[src/rtl/mod3_stream_scheduler.sv]
// Arbitrated word-level front end for a serial mod-3 residue datapath.
// Optional feature: define MOD3_SCHED_RR_EN for round-robin arbitration (fixed priority otherwise).
module mod3_stream_scheduler #(
  parameter int WIDTH = 8,
  parameter int NREQ  = 4
) (
  input  logic                      clk,
  input  logic                      reset,
  input  logic [NREQ-1:0]           req,
  input  logic [NREQ*WIDTH-1:0]     data,
  output logic [NREQ-1:0]           ack,
  output logic                      busy,
  output logic                      ser_bit,
  output logic [1:0]                residue,
  output logic                      done,
  output logic                      div3,
  output logic [$clog2(NREQ)-1:0]   grant_id
);

  localparam int GW = $clog2(NREQ);
  localparam int CW = $clog2(WIDTH);
  localparam logic [0:0] IDLE  = 1'b0;
  localparam logic [0:0] SHIFT = 1'b1;

  // Residue update for one incoming bit: (2*r + b) mod 3 on a 2-bit state.
  function automatic logic [1:0] mod3_step(input logic [1:0] r, input logic b);
    logic [1:0] n;
    case ({r, b})
      3'b000:  n = 2'd0;
      3'b001:  n = 2'd1;
      3'b010:  n = 2'd2;
      3'b011:  n = 2'd0;
      3'b100:  n = 2'd1;
      3'b101:  n = 2'd2;
      default: n = 2'd0;
    endcase
    return n;
  endfunction

  logic [0:0]       state_r;
  logic [WIDTH-1:0] shift_r;
  logic [CW-1:0]    cnt_r;
  logic [1:0]       residue_r;
  logic [NREQ-1:0]  ack_r;
  logic             busy_r;
  logic             ser_bit_r;
  logic             done_r;
  logic             div3_r;
  logic [GW-1:0]    grant_r;

  logic             any_req_s;
  logic [GW-1:0]    win_s;
  logic [WIDTH-1:0] word_s;
  logic [1:0]       res_next_s;
  logic             last_s;

  assign any_req_s  = |req;
  assign res_next_s = mod3_step(residue_r, shift_r[WIDTH-1]);
  assign last_s     = (cnt_r == CW'(WIDTH - 1));

`ifdef MOD3_SCHED_RR_EN
  logic [GW-1:0] ptr_r;
  logic [GW-1:0] idx_s;
  logic          found_s;

  // Round-robin search starting one past the last winner.
  always_comb begin
    win_s   = '0;
    found_s = 1'b0;
    idx_s   = ptr_r;
    for (int k = 1; k <= NREQ; k++) begin
      if (int'(ptr_r) + k >= NREQ) begin
        idx_s = GW'(int'(ptr_r) + k - NREQ);
      end else begin
        idx_s = GW'(int'(ptr_r) + k);
      end
      if (req[idx_s] && !found_s) begin
        win_s   = idx_s;
        found_s = 1'b1;
      end else begin
        win_s   = win_s;
      end
    end
  end

  // Pointer remembers the most recent winner.
  always_ff @(posedge clk or negedge reset) begin
    if (!reset) begin
      ptr_r <= GW'(NREQ - 1);
    end else if (state_r == IDLE && any_req_s) begin
      ptr_r <= win_s;
    end else begin
      ptr_r <= ptr_r;
    end
  end
`else
  // Fixed priority: lowest requesting index wins.
  always_comb begin
    win_s = '0;
    for (int i = NREQ - 1; i >= 0; i--) begin
      if (req[i]) begin
        win_s = GW'(i);
      end else begin
        win_s = win_s;
      end
    end
  end
`endif

  // Select the winning requester's word.
  always_comb begin
    word_s = '0;
    for (int i = 0; i < NREQ; i++) begin
      if (win_s == GW'(i)) begin
        word_s = data[i*WIDTH +: WIDTH];
      end else begin
        word_s = word_s;
      end
    end
  end

  // Grant/shift sequencer; ser_bit is pre-loaded so it tracks the current MSB.
  always_ff @(posedge clk or negedge reset) begin
    if (!reset) begin
      state_r   <= IDLE;
      shift_r   <= '0;
      cnt_r     <= '0;
      residue_r <= 2'd0;
      ack_r     <= '0;
      busy_r    <= 1'b0;
      ser_bit_r <= 1'b0;
      done_r    <= 1'b0;
      div3_r    <= 1'b0;
      grant_r   <= '0;
    end else begin
      case (state_r)
        IDLE: begin
          done_r <= 1'b0;
          if (any_req_s) begin
            state_r   <= SHIFT;
            shift_r   <= word_s;
            cnt_r     <= '0;
            residue_r <= 2'd0;
            ack_r     <= NREQ'(1) << win_s;
            grant_r   <= win_s;
            busy_r    <= 1'b1;
            ser_bit_r <= word_s[WIDTH-1];
          end else begin
            ack_r     <= '0;
            busy_r    <= 1'b0;
            ser_bit_r <= 1'b0;
          end
        end
        SHIFT: begin
          ack_r     <= '0;
          residue_r <= res_next_s;
          shift_r   <= {shift_r[WIDTH-2:0], 1'b0};
          cnt_r     <= cnt_r + CW'(1);
          if (last_s) begin
            state_r   <= IDLE;
            done_r    <= 1'b1;
            div3_r    <= (res_next_s == 2'd0);
            busy_r    <= 1'b0;
            ser_bit_r <= 1'b0;
          end else begin
            done_r    <= 1'b0;
            ser_bit_r <= shift_r[WIDTH-2];
          end
        end
        default: begin
          state_r   <= IDLE;
          ack_r     <= '0;
          busy_r    <= 1'b0;
          ser_bit_r <= 1'b0;
          done_r    <= 1'b0;
        end
      endcase
    end
  end

  assign ack      = ack_r;
  assign busy     = busy_r;
  assign ser_bit  = ser_bit_r;
  assign residue  = residue_r;
  assign done     = done_r;
  assign div3     = div3_r;
  assign grant_id = grant_r;

endmodule
[config.mk]
export PLATFORM = sky130hd
export DESIGN_NAME = mod3_stream_scheduler
export DESIGN_NICKNAME = d
export VERILOG_FILES = /design/src/rtl/mod3_stream_scheduler.sv
export SDC_FILE = /design/constraint.sdc
export NUM_CORES = 1
export LEC_CHECK = 0
export CAP_MARGIN = 40
export CORE_AREA = 4 4 68 51
export CTS_CLUSTER_DIAMETER = 80
export DETAILED_ROUTE_END_ITERATION = 8
export DIE_AREA = 0 0 72 55
export PLACE_DENSITY = 0.83
export SLEW_MARGIN = 20
export SYNTH_ARGS = -nofsm -noshare
export SYNTH_HDL_FRONTEND = slang
export SYNTH_SLANG_ARGS = --single-unit
export TNS_END_PERCENT = 30
[constraint.sdc]
create_clock -name clk -period 2.68 [get_ports clk]
set_input_delay 0.402 -clock clk [delete_from_list [all_inputs] [get_ports clk]]
set_output_delay 0.402 -clock clk [all_outputs]
set_load 0.1 [all_outputs]
Word-level counts from Yosys, hierarchy flattened

Index checks and enable logic that the tools add are counted.

Bits in registers: 24
Input bits: 38
Output and inout port bits: 12
Logic and storage cells: 57

Add/sub/neg operators: 1
Equality and inequality tests: 10
Shift operators: 1
Muxes and demuxes: 27
Bitwise operators: 1
Reductions and logical operators: 7

Operators with widths:

| cell                | count |
|---|---|
| $mux 8              | 5 |
| $pmux 8 s2          | 1 |
| $mux 2              | 5 |
| $eq 3x3->1 const B  | 3 |
| $pmux 1 s2          | 4 |
| $pmux 2 s2          | 2 |
| $pmux 4 s2          | 1 |
| $mux 1              | 6 |
| $pmux 3 s2          | 1 |
| $eq 2x2->1 const B  | 2 |
| $logic_not 2->1     | 2 |
| $mux 4              | 1 |
| $reduce_and 2->1    | 2 |
| $reduce_or 2->1     | 2 |
| $reduce_or 4->1     | 1 |
| $shl 1x2->4 const A | 1 |
| $add 3x1->3 const B | 1 |
| $eq 3x1->1 const B  | 1 |
| $eq 3x2->1 const B  | 1 |
| $mux 3              | 1 |
| $eq 2x1->1 const B  | 1 |
| $ne 2x1->1 const B  | 1 |
| $ne 2x2->1 const B  | 1 |
| $not 1->1           | 1 |

Longest topological paths before layout

Gate-level depths: netlist (run 1).

Word-level depth: 11
Mapped depth: 7
Gate-level depth less buffers: 5

Worst setup path before layout (run 1)

Ideal clock, no wire load.

Kind: flip-flop to flip-flop
Start point: register residue_r[1], in the netlist residue[1]
End point: register residue_r[1], in the netlist residue[1]
Library setup time: 0.122 ns
Arrival time: 1.493 ns
Path slack: 1.065 ns
Stages on the path, launching flop included: 5
Clock period less this slack: 1.615 ns
Cell sequence: dfrtp_1 nor2_1 nand2_1 o21ai_0 a22o_1

Word-level cells in the longest chain between the ends: 4
Elaborated cells between the ends (all ways): 8

Ends and longest elaborated chain:

| item                                     | line | text |
|---|---|---|
| start: declaration                       | 43   | `logic [1:0] residue_r;` |
| start signal: assignment                 | 156  | `residue_r <= res_next_s;` |
| $eq 3x3->1, or another cell as far along | 28   | `case ({r, b})` |
| $reduce_or 2->1 (no source line)         | --   |  |
| $pmux 2 s2 *                             | 28   |  |
| $pmux 2 s2 *                             | 136  | `case (state_r)` |

Every way passes the cells marked *; elsewhere a longest branch is shown, timed or not.
A chain may end at the register's enable or synchronous reset.

Worst setup path in the final report (run 1)

Start point: input port req[2]
End point: register shift_r[2]

Word-level cells in the longest chain between the ends: 10
Elaborated cells between the ends (all ways): 15

Ends and longest elaborated chain:

| item                   | line | text |
|---|---|---|
| start: declaration     | 9    | `input logic [NREQ-1:0] req,` |
| $mux 2 (3 in series)   | 101  | `if (req[i]) begin` |
| $logic_not 2->1        | 114  | `if (win_s == GW'(i)) begin` |
| $mux 8 (4 in series)   | 114  |  |
| $mux 8                 | 139  | `if (any_req_s) begin` |
| $pmux 8 s2             | 136  |  |
| end signal: assignment | 141  | `shift_r <= word_s;` |
| end signal: assignment | 157  | `shift_r <= {shift_r[WIDTH-2:0], 1'b0};` |
| end: declaration       | 41   | `logic [WIDTH-1:0] shift_r;` |

Several ways; a longest one is shown, not always the timed one. The select of a mux whose other input is x is not followed.

==> impl.org, run 1 <==
** Critical path
- Cell type of the slowest stage on the worst timing path :: clkdlybuf4s50_1
- Critical Path Source :: req[2]
- Required time at the worst-slack endpoint :: 2.86 ns
- Traced cell by cell, the critical path runs through clkdlybuf4s50_1, nor2_1, and3b_1, a22oi_1, o31ai_1.
- Reg2reg start :: state_r$_DFF_PN0_
- Counting cells, the worst reg-to-reg path comes to 4.
- Crit Path Max Fanout :: 15
- STA puts the critical path data arrival time at 2.22 ns.
- Endpoint class of the critical path :: flip-flop
- For this run, the slowest stage of the critical path takes 0.62 ns.
- Startpoint types :: input pin
- Start-to-end type of the worst setup path :: in -> reg
- The setup check on the worst reg-to-reg path leaves a slack of 1.12 ns.
- Worst reg2reg path endpoint :: shift_r[2]$_DFFE_PN0P_
- Critical path endpoint :: shift_r[2]$_DFFE_PN0P_

** Floorplanning
- Die Footprint :: 0.003960 mm²
- Number of cell rows :: 16
- In this run the horizontal extent of the chip is 72 µm.
- Die Ht :: 55 µm
- After floorplanning, the core was sized to cover 0.002763 mm².
- Pin placement for this block handled 50 I/O pins.
- Initial cell density of the core :: 0.4601

** Outcome
- The flow ran to the end, and the final reports show no timing, DRC or antenna violations.

** GRT
- Number of global-route vias before repair :: 1190
- The first global-routing pass estimated 5.595 mm of wire.
- Antenna violations before repair :: 0
- Largest net degree at the start of global routing :: 32
- Summed over all layers, the global routing overflow is 0.
- Across every metal layer, demand over resource in global routing totals 0.1859.

** Timing
- After routing, the total negative slack on setup checks comes to 0 ns.
- Max-slew headroom :: 0.6148
- Final hold viol count :: 0
- The final-report max-slew violation count was 0.
- Final clock skew :: 0.005032 ns
- Worst Max-Slew Pin Slew :: 0.5778 ns
- Final-layout worst hold slack :: 0.4769 ns
- Top achievable clock speed :: 491.7 MHz
- The clock period could shrink to 2.034 ns.
- Setup repair after global routing left no endpoint under its margin.
- Setup violations remaining at the end of the flow were counted as 0.
- Of the available clock period, the critical path in the final layout requires 0.7589.

** Logic synthesis
- XOR/XNOR Fraction of Synth Area :: 0.01378
- The compound-gate portion of the synthesized area is 0.2795.
- Among all flip-flop cells after synthesis, the most frequent one is dfrtp_1.
- In the synthesized netlist the async set-or-reset flop fraction comes to 1.000.
- The synthesized design contains 0 enable-type register cells.
- Combinational family with the most area after synthesis :: compound AO/OA/AOI/OAI gates
- Synth Warn # :: 0
- The synthesized netlist occupies a cell area of 0.001271 mm².
- Of the post-synthesis cell area, the part taken by muxes is 0.008858.
- Cells after Synth :: 134
- Synthesis instantiated 34 different standard cells from the library.
- The share of the Yosys chip area taken by registers is 0.4724.
- The number of nets in the synthesized netlist is 174.
- Each instance of the synthesized netlist takes up on average 9.487 µm².
- Adder-cell area share of the yosys netlist :: 0.01969
- Basic-gate share of the synthesized area counting and, or, nand and nor cells :: 0.1506
- Flops & latches, synth :: 24

** Power
- The worst-case IR drop observed on VDD is 604.0 µV.
- Share of power burned in registers :: 0.312
- After layout, the design draws a total of 1843 µW.
- Power per cell area :: 1011 mW/mm²
- Portion of total power attributed to combinational logic :: 0.511
- The share of total power dissipated in the clock network is 0.177.
- Internal power summed over all cells :: 990.3 µW
- Leak Pwr :: 0.0007949 µW
- Switching component of the power :: 852.4 µW
- Net switching share of the total power :: 0.4626

** Clock tree
- Hold repair after CTS inserted 0 buffers.
- Htree depth :: 1
- Post-CTS timing repair inserted 0 buffers for setup.
- After clock tree synthesis, the clock-pin slew on the worst setup and hold paths is 0.09 ns.
- Insertion delay to the later sink of the worst-skew pair :: 0.27 ns
- Buffer cell driving the clock tree root :: clkbuf_8
- The clock net in this run drives a total of 24 sinks.
- TritonCTS clock tree :: yes
- No sink is reached through more buffers than the 2 on the longest clock path.
- Num CTS Buffers :: 3
- Post_cts resized :: 0

** Detailed routing
- Via count normalized by instance count :: 5.704
- Number of remaining DRC errors :: 0
- In this run the remaining antenna-violating nets after routing total 0.
- The detailed router finished its first iteration with 126 violations.
- WL per Instance :: 16.56 µm
- Detailed-router iteration count before antenna repair :: 4
- Total number of vias :: 1232
- The final layout contains routed wiring with a total length of 3.576 mm.

** Finish
- Commonest non-fill, non-tap cell in the layout :: clkdlybuf4s50_1
- Synthesis-to-layout area growth :: 43.41%
- The final layout contains 221 nets.
- The filler cells instantiated in the layout total 229.
- Of the cells placed in the final design, the portion with a size suffix greater than 1 is 0.1278.
- 0 antenna diodes ended up in the layout.
- Post-layout util :: 0.6599
- Leaving out fill and tap cells, the most frequent cells in the layout are 37 x clkdlybuf4s50_1, 24 x dfrtp_1, 16 x buf_4.

** Place
- The congestion estimate from routability-driven global placement came to 0.9116.
- The count of buffers added on input and output ports is 49.
- Once detailed placement completed, the half-perimeter wirelength came to 2.738 mm.

** Run
- Max-cap violations :: 0

** Worst hold path
- Min-Delay Path Class :: in -> async
## flip-flops by register name, indices dropped and copies added (netlist names)
signal and cells:
ack 4, busy 1, cnt_r 3, div3 1
done 1, grant_id 2, residue 2, ser_bit 1
shift_r 8, state_r 1
## power by group through the flow
stage / combinational (µW) / clock (µW) / sequential, µW
floorplan: 303 / 0 / 971
global placement: 911 / 0 / 575
detailed placement: 943 / 0 / 581
CTS: 945 / 321 / 575
global route: 993 / 340 / 590
finish: 941 / 326 / 575
## worst min path at each step
stage | start | endpoint | slack (ns) | cells past startpoint
after floorplan | reset | ack[0]$_DFF_PN0_ | 0.11 | 0
after CTS | reset | shift_r[7]$_DFFE_PN0P_ | 0.49 | 2
final | reset | shift_r[7]$_DFFE_PN0P_ | 0.48 | 2
after detailed placement | shift_r[0]$_DFFE_PN0P_ | shift_r[0]$_DFFE_PN0P_ | 0.48 | 2
after global routing | reset | shift_r[7]$_DFFE_PN0P_ | 0.50 | 2
after global placement | shift_r[0]$_DFFE_PN0P_ | shift_r[0]$_DFFE_PN0P_ | 0.47 | 2
## cells in the mapped netlist, types with 2 or more instances
library cell | count | area (µm²)
o22a_1 | 2 | 17.52
buf_2 | 5 | 25.02
nand2_1 | 9 | 33.78
dfrtp_1 | 24 | 600.6
nor2b_1 | 8 | 50.05
o21bai_1 | 3 | 22.52
a21oi_1 | 14 | 70.07
a22oi_1 | 9 | 67.56
nor3_1 | 2 | 10.01
nor2_1 | 9 | 33.78
a311oi_1 | 4 | 35.03
a22o_1 | 3 | 26.28
o31ai_1 | 7 | 52.55
o21ai_0 | 5 | 25.02
xnor2_1 | 2 | 17.52
nor4_1 | 2 | 12.51
nand2b_1 | 2 | 12.51
inv_1 | 4 | 15.01
clkbuf_1 | 4 | 15.01
ha_1 | 2 | 25.02
## layer usage
layer  GRT usage  routed length, µm
met3     0.04332                287
met5           0                  0
met2      0.3125               1720
met4     0.03750                 27
met1      0.2500               1541
## layout make-up
class                      instances  area, µm²  area share
tap                               36      45.04     0.02471
multi-input combinational         95      600.6      0.3294
clock inverter                     1      30.03     0.01647
sequential                        24      600.6      0.3294
timing repair buffer              53      490.5      0.2690
clock buffer                       3      41.29     0.02265
inverter                           4      15.01    0.008236
## critical path, delay by kind of cell
| family | cells | cell delay [ns] |
|---|---|---|
| AND/OR/NAND/NOR | 2 | 0.93 |
| buffers and inverters | 1 | 0.62 |
| AO/OA/AOI/OAI | 2 | 0.25 |
## per-stage QoR
stage / instance area [µm²] / instances / setup slack (ns)
2_1_floorplan: 1271 / 134 / 1.065
3_3_place_gp: 1752 / 212 / 0.5334
3_5_place_dp: 1752 / 212 / 0.3866
4_1_cts: 1823 / 216 / 0.6691
5_1_grt: 1823 / 216 / 0.4621
6_report: 1823 / 216 / 0.6461
## kinds of logic after synthesis
group | count (synthesis)
xor+xnor | 2
mux | 1
fa+ha+maj | 2
compound gates | 52
simple gates | 38
buf+inv | 15
flops | 24
No activity file was read; power rests on OpenSTA's default activity.
==> run 2, diff against run 1 <==
--- a/config.mk
+++ b/config.mk
@@ -6,11 +6,11 @@
 export NUM_CORES = 1
 export LEC_CHECK = 0
 export CAP_MARGIN = 40
-export CORE_AREA = 4 4 68 51
+export CORE_AREA = 4 4 74 55
 export CTS_CLUSTER_DIAMETER = 80
 export DETAILED_ROUTE_END_ITERATION = 8
-export DIE_AREA = 0 0 72 55
-export PLACE_DENSITY = 0.83
+export DIE_AREA = 0 0 78 59
+export PLACE_DENSITY = 0.74
 export SLEW_MARGIN = 20
 export SYNTH_ARGS = -nofsm -noshare
 export SYNTH_HDL_FRONTEND = slang
==> constraint.sdc (replaced) <==
create_clock -name clk -period 1.7 [get_ports clk]
set_input_delay 0.255 -clock clk [delete_from_list [all_inputs] [get_ports clk]]
set_output_delay 0.255 -clock clk [all_outputs]
set_load 0.1 [all_outputs]
==> run 2 against run 1 <==
Effect of this change: worst hold slack worse by 0.13 ns; non-clock buffer count up 11; die area up 16%; clock skew down 0.0025 ns.
==> impl.org, run 2 (synthesis gave the netlist of run 1 again) <==
** Outcome
- Status :: finished, final reports clean

** Floorplanning
- Die Footprint :: 0.004602 mm²
- From bottom edge to top edge, the die measures 59 µm.
- Initial cell density of the core :: 0.3738
- The region available for standard cell placement spans 0.003401 mm².
- In this run the core area contains 18 standard-cell rows.
- Measured along the x axis, the die boundary spans 78 µm.
- Pin placement for this block handled 50 I/O pins.

** Timing
- Max-slew headroom :: 0.7682
- Worst Max-Slew Pin Slew :: 0.3446 ns
- Setup violations remaining at the end of the flow were counted as 0.
- The final hold violation count is 0.
- Setup repair after global routing left no endpoint under its margin.
- Period minus WS final :: 1.546 ns
- Top achievable clock speed :: 646.7 MHz
- The clock arrives with 0.002518 ns of skew.
- Final count of pins violating max slew :: 0
- Dividing the final minimum period by the clock period gives 0.9097.

** Finish
- In the layout the commonest cells are 37 x clkdlybuf4s50_1, 24 x dfrtp_1, 14 x a21oi_1, 14 x buf_4, 13 x buf_12.
- Commonest non-fill, non-tap cell in the layout :: clkdlybuf4s50_1
- Flip-flop count of the largest register, all copies and words added :: 8
- The count of cells in the finished layout, fillers not included, comes to 241.
- From synthesis to final layout, the design area changed by 64.07%.
- Sequential cell area :: 600.6 µm²
- Final net count :: 232
- Of the cells placed in the final design, the portion with a size suffix greater than 1 is 0.1780.
- Number of antenna diodes :: 0
- Area of the multi-input gates :: 600.6 µm²
- Largest register by flop count :: shift_r
- Fill cells :: 274
- Post-layout util :: 0.6133

** GRT
- Final global-route overflow total :: 0
- Total routing resource utilization after global routing :: 0.1593
- The number of global-route vias before repair is 1261.
- The initial antenna violation count was 0.
- Largest net degree at the start of global routing :: 25
- The first global-routing pass estimated 5.830 mm of wire.

** Power
- Of the total power, the share spent switching nets is 0.4338.
- Internal power summed over all cells :: 1795 µW
- Peak VDD IR :: 866.8 µV
- For this design the ratio of total power to cell area is 1520 mW/mm².
- Switching component of the power :: 1376 µW
- Proportion of power drawn by the clock network :: 0.158
- Share of power burned in registers :: 0.309
- For this design the static power due to leakage is 0.0008929 µW.
- The share of total power dissipated in combinational logic is 0.533.

** Clock tree
- TritonCTS clock tree :: yes
- In this run the number of H-tree levels came out at 1.
- The longest clock path from root to sink contains 2 buffers.
- Post-CTS Setup Repair Bufs :: 0
- Hold repair after CTS inserted 0 buffers.
- After clock tree synthesis, the clock-pin slew on the worst setup and hold paths is 0.09 ns.
- CTS placed an instance of clkbuf_8 at the clock tree root.
- The later pin in the worst-skew pair is clocked with a latency of 0.26 ns.
- Num CTS Buffers :: 3
- After clock tree synthesis, the repair step resized 0 gates.
- Clock Sinks :: 24

** Run
- Max-cap violations :: 0

** Place
- HPWL after DPL :: 2.861 mm
- Routability-driven placement finished with a final weighted congestion of 0.8420.
- Buffers placed on the I/O ports in this run total 49.
- Including well taps, the total number of placed cells is 237.

** Critical path
- Startpoint types :: input pin
- Longest individual stage delay on the worst path :: 0.61 ns
- Cell type of the slowest stage on the worst timing path :: clkdlybuf4s50_1
- Arrival time at the worst endpoint :: 1.74 ns
- Endpoint class of the critical path :: flip-flop
- Broken down by cell family, the worst path's largest delay share belongs to buffers and inverters.
- In this run the worst path has a maximum fanout of 9.
- Start-to-end type of the worst setup path :: in -> reg
- For the worst setup path, the data required time is 1.90 ns.
- Worst-path cell chain :: clkdlybuf4s50_1, inv_1, a311o_1, a211o_1, o21ai_1
- Together, buffers and inverters on the worst path number 2.

** Worst hold path
- The tightest min-delay check is of the in -> async type.

** Detailed routing
- The first routing iteration left 86 violations.
- Routed wire length :: 3.660 mm
- For this run, design rule violations remaining after detail routing come to 0.
- WL per Instance :: 15.19 µm
- Total number of vias :: 1249
- Using the TritonRoute via totals, the vias-per-cell ratio works out to 5.183.
- The detail route stage leaves a number of antenna-violating nets equal to 0.
- The first detailed-routing pass took 4 iterations.
-- run 2: path summary, 6_finish.rpt --
kind	cells after the start	slack [ns]	end	startpoint
worst max-delay path	5	0.15	ser_bit$_DFF_PN0_	req[1]
worst min-delay path	2	0.34	busy$_DFFE_PN0P_	reset
worst max register to register	4	0.35	shift_r[6]$_DFFE_PN0P_	state_r$_DFF_PN0_
worst min register to register	2	0.50	shift_r[0]$_DFFE_PN0P_	shift_r[0]$_DFFE_PN0P_
max in group asynchronous	2	1.12	state_r$_DFF_PN0_	reset
min in group clk	2	0.50	shift_r[0]$_DFFE_PN0P_	shift_r[0]$_DFFE_PN0P_
-- run 2: area by class of cell --
type | instances | share of cell area
sequential | 24 | 0.2879
clock buffer | 3 | 0.01980
timing repair buffer | 64 | 0.3527
clock inverter | 1 | 0.01440
inverter | 4 | 0.007199
multi-input combinational | 95 | 0.2879
tap | 50 | 0.02999
-- run 2: worst register-to-register path: cells and delay by family, from the launching register on --
kind / cells / cell delay, ns
AO/OA/AOI/OAI: 2 / 0.30
flip-flops: 1 / 0.52
AND/OR/NAND/NOR: 1 / 0.25
buffers and inverters: 1 / 0.15
-- run 2: through the flow --
step / TNS [ns] / setup slack, ns / hold slack [ns] / total power, µW / cell area, µm²
2_1_floorplan: 0 / 0.08477 / -0.04059 / 2009 / 1271
3_3_place_gp: -0.2299 / -0.07305 / 0.4690 / 2630 / 2014
3_5_place_dp: -0.5988 / -0.1219 / 0.4843 / 2674 / 2014
4_1_cts: 0 / 0.1593 / 0.3534 / 3181 / 2086
5_1_grt: 0 / 0.05258 / 0.3683 / 3293 / 2086
6_report: 0 / 0.1536 / 0.3431 / 3171 / 2086
-- run 2: layer usage --
layer | vias up | wire length, µm | share of wire | global-route usage
li1 | 605 | - | - | -
met1 | 601 | 1638 | 0.45 | 0.2033
met2 | 41 | 1805 | 0.49 | 0.2744
met3 | 2 | 211 | 0.058 | 0.05167
met5 | - | 0 | 0 | 0
met4 | 0 | 4 | 0.0011 | 0.02244
-- run 2: power by group through the flow --
stage	registers (µW)	clock network [µW]	logic, µW
4_1_cts	978	507	1700
3_3_place_gp	971	0	1660
6_report	979	502	1690
2_1_floorplan	1530	0	478
3_5_place_dp	983	0	1690
5_1_grt	1000	525	1760
